$ cat config.mk
export PLATFORM = sky130hd
export DESIGN_NAME = uart_receiver
export DESIGN_NICKNAME = d
export VERILOG_FILES = /design/src/rtl/uart_receiver.sv
export SDC_FILE = /design/constraint.sdc
export NUM_CORES = 1
export LEC_CHECK = 0
export CAP_MARGIN = 0
export CORE_MARGIN = 1.5
export CORE_UTILIZATION = 32
export CTS_CLUSTER_SIZE = 24
export DETAILED_ROUTE_END_ITERATION = 6
export GPL_TIMING_DRIVEN = 1
export PLACE_DENSITY = 0.51
export SYNTH_ARGS = -nofsm -noshare
export SYNTH_HDL_FRONTEND = slang
export SYNTH_SLANG_ARGS = --single-unit
$ cat constraint.sdc
create_clock -name sysclk -period 1.8 [get_ports sysclk]
set_input_delay 0.18 -clock sysclk [delete_from_list [all_inputs] [get_ports sysclk]]
set_output_delay 0.18 -clock sysclk [all_outputs]
set_load 0.02 [all_outputs]
$ cat src/rtl/uart_receiver.sv
// uart_receiver: 8N1 asynchronous serial receiver, LSB first.
// The UART_RX pin passes through a two-flop synchronizer. All frame timing is
// counted from the first cycle the synchronized line (rx_s) reads 0.
// Start, data and stop bits are sampled at their bit centres.
// A good frame updates RX_DATA and pulses RX_STATUS for one cycle.
// A stop bit sampled low pulses RX_ERR for one cycle. The receiver then parks
// in BREAK until the line goes high again.
//
// Handshake: there is no back-pressure. RX_STATUS is a one-cycle "valid" pulse
// that qualifies RX_DATA. RX_DATA keeps its value until the next good frame,
// so a consumer that misses the pulse can still read the byte.
//
// BIT_CYCLES must be even and at least 4 so that HALF lands on a whole cycle
// strictly inside the start bit.
module uart_receiver #(
    parameter int  BIT_CYCLES = 16,
    localparam int HALF       = BIT_CYCLES / 2
) (
    input  logic       sysclk,
    input  logic       reset,
    input  logic       UART_RX,
    output logic [7:0] RX_DATA,
    output logic       RX_STATUS,
    output logic       RX_ERR,
    output logic       RX_BUSY,
    output logic [2:0] dbg_state_o
);

    localparam int CW = (BIT_CYCLES > 1) ? $clog2(BIT_CYCLES) : 1;

    typedef enum logic [2:0] {
        S_IDLE  = 3'd0,
        S_START = 3'd1,
        S_DATA  = 3'd2,
        S_STOP  = 3'd3,
        S_BREAK = 3'd4
    } state_e;

    state_e          state_q, state_d;
    logic            sync1_q, sync2_q;
    logic            rx_s;
    logic [CW-1:0]   cnt_q, cnt_d;
    logic [2:0]      bit_idx_q, bit_idx_d;
    logic [7:0]      shift_q, shift_d;
    logic [7:0]      data_q, data_d;
    logic            status_q, status_d;
    logic            err_q, err_d;
    logic            busy_q, busy_d;
    logic            half_pt;
    logic            bit_pt;

    assign rx_s = sync2_q;

    // Sample points. The counter restarts at 0 on the cycle after each sample,
    // so the first START cycle (t0+1) holds count 0.
    // half_pt: count HALF-1, i.e. cycle t0+HALF.
    // bit_pt: count BIT_CYCLES-1, i.e. the centre of each later bit.
    assign half_pt = (cnt_q == CW'(HALF - 1));
    assign bit_pt  = (cnt_q == CW'(BIT_CYCLES - 1));

    // Two-flop synchronizer. Both flops reset to idle-high so that leaving
    // reset never looks like a start edge.
    always_ff @(posedge sysclk or negedge reset) begin
        if (!reset) begin
            sync1_q <= 1'b1;
            sync2_q <= 1'b1;
        end else begin
            sync1_q <= UART_RX;
            sync2_q <= sync1_q;
        end
    end

    // State register and datapath registers.
    always_ff @(posedge sysclk or negedge reset) begin
        if (!reset) begin
            state_q   <= S_IDLE;
            cnt_q     <= '0;
            bit_idx_q <= 3'd0;
            shift_q   <= 8'h00;
            data_q    <= 8'h00;
            status_q  <= 1'b0;
            err_q     <= 1'b0;
            busy_q    <= 1'b0;
        end else begin
            state_q   <= state_d;
            cnt_q     <= cnt_d;
            bit_idx_q <= bit_idx_d;
            shift_q   <= shift_d;
            data_q    <= data_d;
            status_q  <= status_d;
            err_q     <= err_d;
            busy_q    <= busy_d;
        end
    end

    // Next-state logic.
    always_comb begin
        state_d = state_q;
        unique case (state_q)
            S_IDLE: begin
                if (!rx_s) state_d = S_START;
            end
            S_START: begin
                // A line that is back high at mid-start was a glitch.
                if (half_pt) state_d = rx_s ? S_IDLE : S_DATA;
            end
            S_DATA: begin
                if (bit_pt && (bit_idx_q == 3'd7)) state_d = S_STOP;
            end
            S_STOP: begin
                if (bit_pt) state_d = rx_s ? S_IDLE : S_BREAK;
            end
            S_BREAK: begin
                // Hold here while the line stays low. A long break then
                // produces one error, not a stream of 0x00 frames.
                if (rx_s) state_d = S_IDLE;
            end
            default: state_d = S_IDLE;
        endcase
    end

    // Bit-timing counter, bit index and shift register.
    always_comb begin
        cnt_d     = '0;
        bit_idx_d = bit_idx_q;
        shift_d   = shift_q;
        unique case (state_q)
            S_IDLE: begin
                cnt_d = '0;
            end
            S_START: begin
                if (half_pt) begin
                    cnt_d     = '0;
                    bit_idx_d = 3'd0;
                end else begin
                    cnt_d = cnt_q + CW'(1);
                end
            end
            S_DATA: begin
                if (bit_pt) begin
                    cnt_d     = '0;
                    // The LSB arrives first and ends up in bit 0 after 8 shifts.
                    shift_d   = {rx_s, shift_q[7:1]};
                    bit_idx_d = bit_idx_q + 3'd1;
                end else begin
                    cnt_d = cnt_q + CW'(1);
                end
            end
            S_STOP: begin
                cnt_d = bit_pt ? '0 : cnt_q + CW'(1);
            end
            S_BREAK: begin
                cnt_d = '0;
            end
            default: begin
                cnt_d = '0;
            end
        endcase
    end

    // Next values of the registered outputs.
    // The strobes are decoded from the stop-bit sample and appear one cycle later.
    always_comb begin
        status_d = (state_q == S_STOP) && bit_pt && rx_s;
        err_d    = (state_q == S_STOP) && bit_pt && !rx_s;
        data_d   = status_d ? shift_q : data_q;
        busy_d   = (state_d != S_IDLE);
    end

    assign RX_DATA     = data_q;
    assign RX_STATUS   = status_q;
    assign RX_ERR      = err_q;
    assign RX_BUSY     = busy_q;
    assign dbg_state_o = state_q;

endmodule

==> summary.md, run 1 <==
| Metric | Value |
|---|---|
| Outcome | `finished clean` |
| TritonCTS Sinks | `31` |
| Crit-path max FO | `5` |
| Critical path type | `reg -> reg` |
| Relative slew margins | `0.743` |
| First-pass GRT wire length | `3810 um` |
| Worst Setup End Kind | `register` |
| Root Driver | `clkbuf_8` |
| Die W | `66.2 um` |
| Pleak | `0.000798 uW` |
| Hold Fails Final Rpt | `0` |
| Pin count of the biggest net entering global routing | `32` |
| Combinational share of power | `0.259` |
| Die area | `roughly 0.0044 mm^2` |
| Placer Congestion | `0.764` |
| Initial Utilization | `0.342` |
| Slew Limit Fails | `0` |
| TritonCTS clock tree | `done` |
| Dpl cells | `161` |
| Most frequent cells in the layout | `29 x dfrtp_1, 17 x mux2_2, 16 x clkdlybuf4s50_1` |
| Worst-path clk slew | `0.06 ns` |
| Switching portion of total power | `0.276` |
| Max Buffers Root-to-Sink | `2` |
| RSZ-0062 raised after global routing | `no` |
| Synthesis Warnings | `0` |
| CP max stage delay | `roughly 0.5 ns` |
| Seq pwr share | `0.416` |
| Iteration-0 DRC count of the detailed router | `18` |
| Design Power | `2110 uW` |
| Post-Route Setup TNS | `0 ns` |
| Initial antenna violation count | `0` |
| Clock Latency Late Sink | `0.27 ns` |
| Post-Syn Area | `0.00128 mm^2` |
| GR Overflow Total | `0` |
| Clk pwr share | `0.325` |
| Synth Net Count | `99` |
| Total Routed Length | `2040 um` |
| Worst Clk Skew | `0.00501 ns` |
| Worst setup SP type | `register` |
| H-tree levels | `2` |
| Internal power | `about 1500 uW` |
| Final setup vio count | `0` |
| Post-layout minimum cycle time | `1.71 ns` |
| Post-synthesis instance total | `93` |
| Max rail drop VDD | `around 0.4 mV` |
| Post-DRT Antenna Nets | `0` |
| Crit path required time | `between 1.5 and 2 ns` |
| Most frequent CP cell | `and3_4` |
| Fillers | `around 370` |
| Die height | `66.2 um` |
| Crit path DAT | `~1.9 ns` |
| Worst hold path type | `in -> async` |
| Fmax | `0.584 GHz` |
| Std cell rows | `22` |
| P_sw | `approximately 580 uW` |
| Syn_area_per_cell | `~14 um^2` |
| Core area | `0.00374 mm^2` |
| Post-DR vias/cell | `4.50` |
| DRC | `0` |
| Area grow syn2layout | `29.7%` |
| WL/cell | `roughly 12 um` |
| Max cap viols | `0` |
| Post-route insts no fill | `170` |
| Sequential-to-total area share from yosys stat | `0.609` |
| Fin crit share | `0.951` |
| Seq cells post-synth | `31` |
| Count of different cell masters after synthesis | `29` |
| Final nets | `127` |
| I/O Pins | `17` |
| GRT Total Usage | `0.116` |
| Via count | `765` |
| Number of global-route vias before repair | `855` |
| Commonest non-fill, non-tap cell in the layout | `dfrtp_1` |
| CTS Hold Buffers Added | `0` |
| Post-DP HPWL | `1470 um` |
| WHS | `0.296 ns` |
| Antenna Diode Count | `0` |
| Critical-path top delay cell | `or4_1` |
| Pre-antenna DRT Iters | `2` |
| Share of cells above drive strength 1 | `0.352` |
| Num CTS Buffers | `5` |
| Power Dens Cells | `1270 mW/mm^2` |
| Tightest Pin Transition | `0.385 ns` |
| Cell Chain, Critical Path | `ha_2, and3_4, and3_4, and2_4, or4_1` |
| # port buffers | `16` |
## power by group through the flow
stage | clock network (uW) | logic (uW) | registers, uW
3_5_place_dp | 0 | 532 | 890
3_3_place_gp | 0 | 522 | 888
6_report | 685 | 546 | 878
5_1_grt | 741 | 609 | 894
4_1_cts | 705 | 529 | 881
2_1_floorplan | 0 | 305 | 921
## stage by stage
step                      cell area, um^2   util  setup slack [ns]
after floorplan                      1280      -            0.0773
after global placement               1530  0.409            0.0474
after detailed placement             1530  0.409            0.0258
after CTS                            1650  0.441           0.00943
after global routing                 1660  0.443            0.0263
final                                1660  0.443            0.0877
## sequential cells by signal, indices dropped and copies added, names as in the netlist
register     cells
RX_DATA          8
shift_q          8
cnt_q            4
bit_idx_q        3
dbg_state_o      3
RX_BUSY          1
RX_ERR           1
RX_STATUS        1
rx_s             1
sync1_q          1
## layer usage
layer | global-route usage | up-vias | share of wire
li1 | - | 377 | -
met1 | 0.148 | 373 | 0.49
met2 | 0.180 | 13 | 0.47
met3 | 0.0409 | 2 | 0.033
met4 | 0.0459 | 0 | 0.011
met5 | 0 | - | 0
## cell usage after synthesis
library cell / number / area (um^2)
or4_1: 1 / 7.51
nor2b_4: 1 / 13.8
nand3_1: 2 / 10.0
nor2_1: 6 / 22.5
a221oi_1: 1 / 8.76
and2b_2: 1 / 8.76
nor2b_1: 1 / 6.26
and2_4: 1 / 8.76
mux2i_1: 2 / 20.0
nand2_1: 4 / 15.0
a211oi_1: 1 / 7.51
xor2_1: 1 / 8.76
mux2_2: 17 / 191
inv_1: 4 / 15.0
and3_1: 1 / 6.26
xnor2_1: 2 / 17.5
dfrtp_1: 29 / 726
nor3_1: 2 / 10.0
dfstp_2: 2 / 52.6
nor3b_1: 1 / 7.51
nand2_2: 1 / 6.26
and3_4: 2 / 22.5
and3_2: 1 / 7.51
a311o_1: 1 / 10.0
a21oi_1: 2 / 10.0
or2_2: 1 / 6.26
ha_1: 3 / 37.5
buf_2: 1 / 5.00
and3b_2: 1 / 10.0
## what timing repair did
item / in CTS / in global routing
gates resized for setup: 0 / 1
endpoints found under the setup margin: 0 / 1
setup buffers: 0 / 1
## critical path, delay by kind of cell (launching register included)
family                     cells  cell delay [ns]
adders and majority gates      1             0.22
and+or+nand+nor                4             0.98
DFF                            1             0.38
## final cells by class
cell class,instances,area [um^2],share of cell area
Multi-Input combinational cell,57,483,0.291
Clock inverter,2,35.0,0.0211
Tap cell,48,60.1,0.0362
Sequential cell,31,778,0.469
Clock buffer,6,82.6,0.0498
Timing Repair Buffer,22,205,0.124
Inverter,4,15.0,0.00905
## path summary, 6_finish.rpt
kind,end,cells after the start,slack (ns),from
setup / recovery,RX_BUSY,5,0.09,cnt_q[0]
hold reg to reg,rx_s,0,0.36,sync1_q
min in group sysclk,sync1_q,1,0.31,UART_RX
max in group asynchronous,rx_s,2,1.19,reset
setup reg to reg,RX_BUSY,5,0.09,cnt_q[0]
hold / removal,bit_idx_q[1],2,0.30,reset
## cells by family after synthesis
| group | Yosys count | synth area share |
|---|---|---|
| AO/OA/AOI/OAI | 5 | 0.0284 |
| XOR/XNOR | 3 | 0.0206 |
| flip-flops | 31 | 0.609 |
| multiplexers | 19 | 0.165 |
| buffers and inverters | 5 | 0.0156 |
| AND/OR/NAND/NOR | 27 | 0.132 |
| adder cells (fa/ha/maj) | 3 | 0.0294 |
(Power assumes the default switching activity.)
==> run 2: changes to the inputs <==
Settings changed: ABC_CLOCK_PERIOD_IN_PS set to 1800.
==> results of run 2 <==
Same layout as run 1: the final DEF is identical, and so are final timing and power.
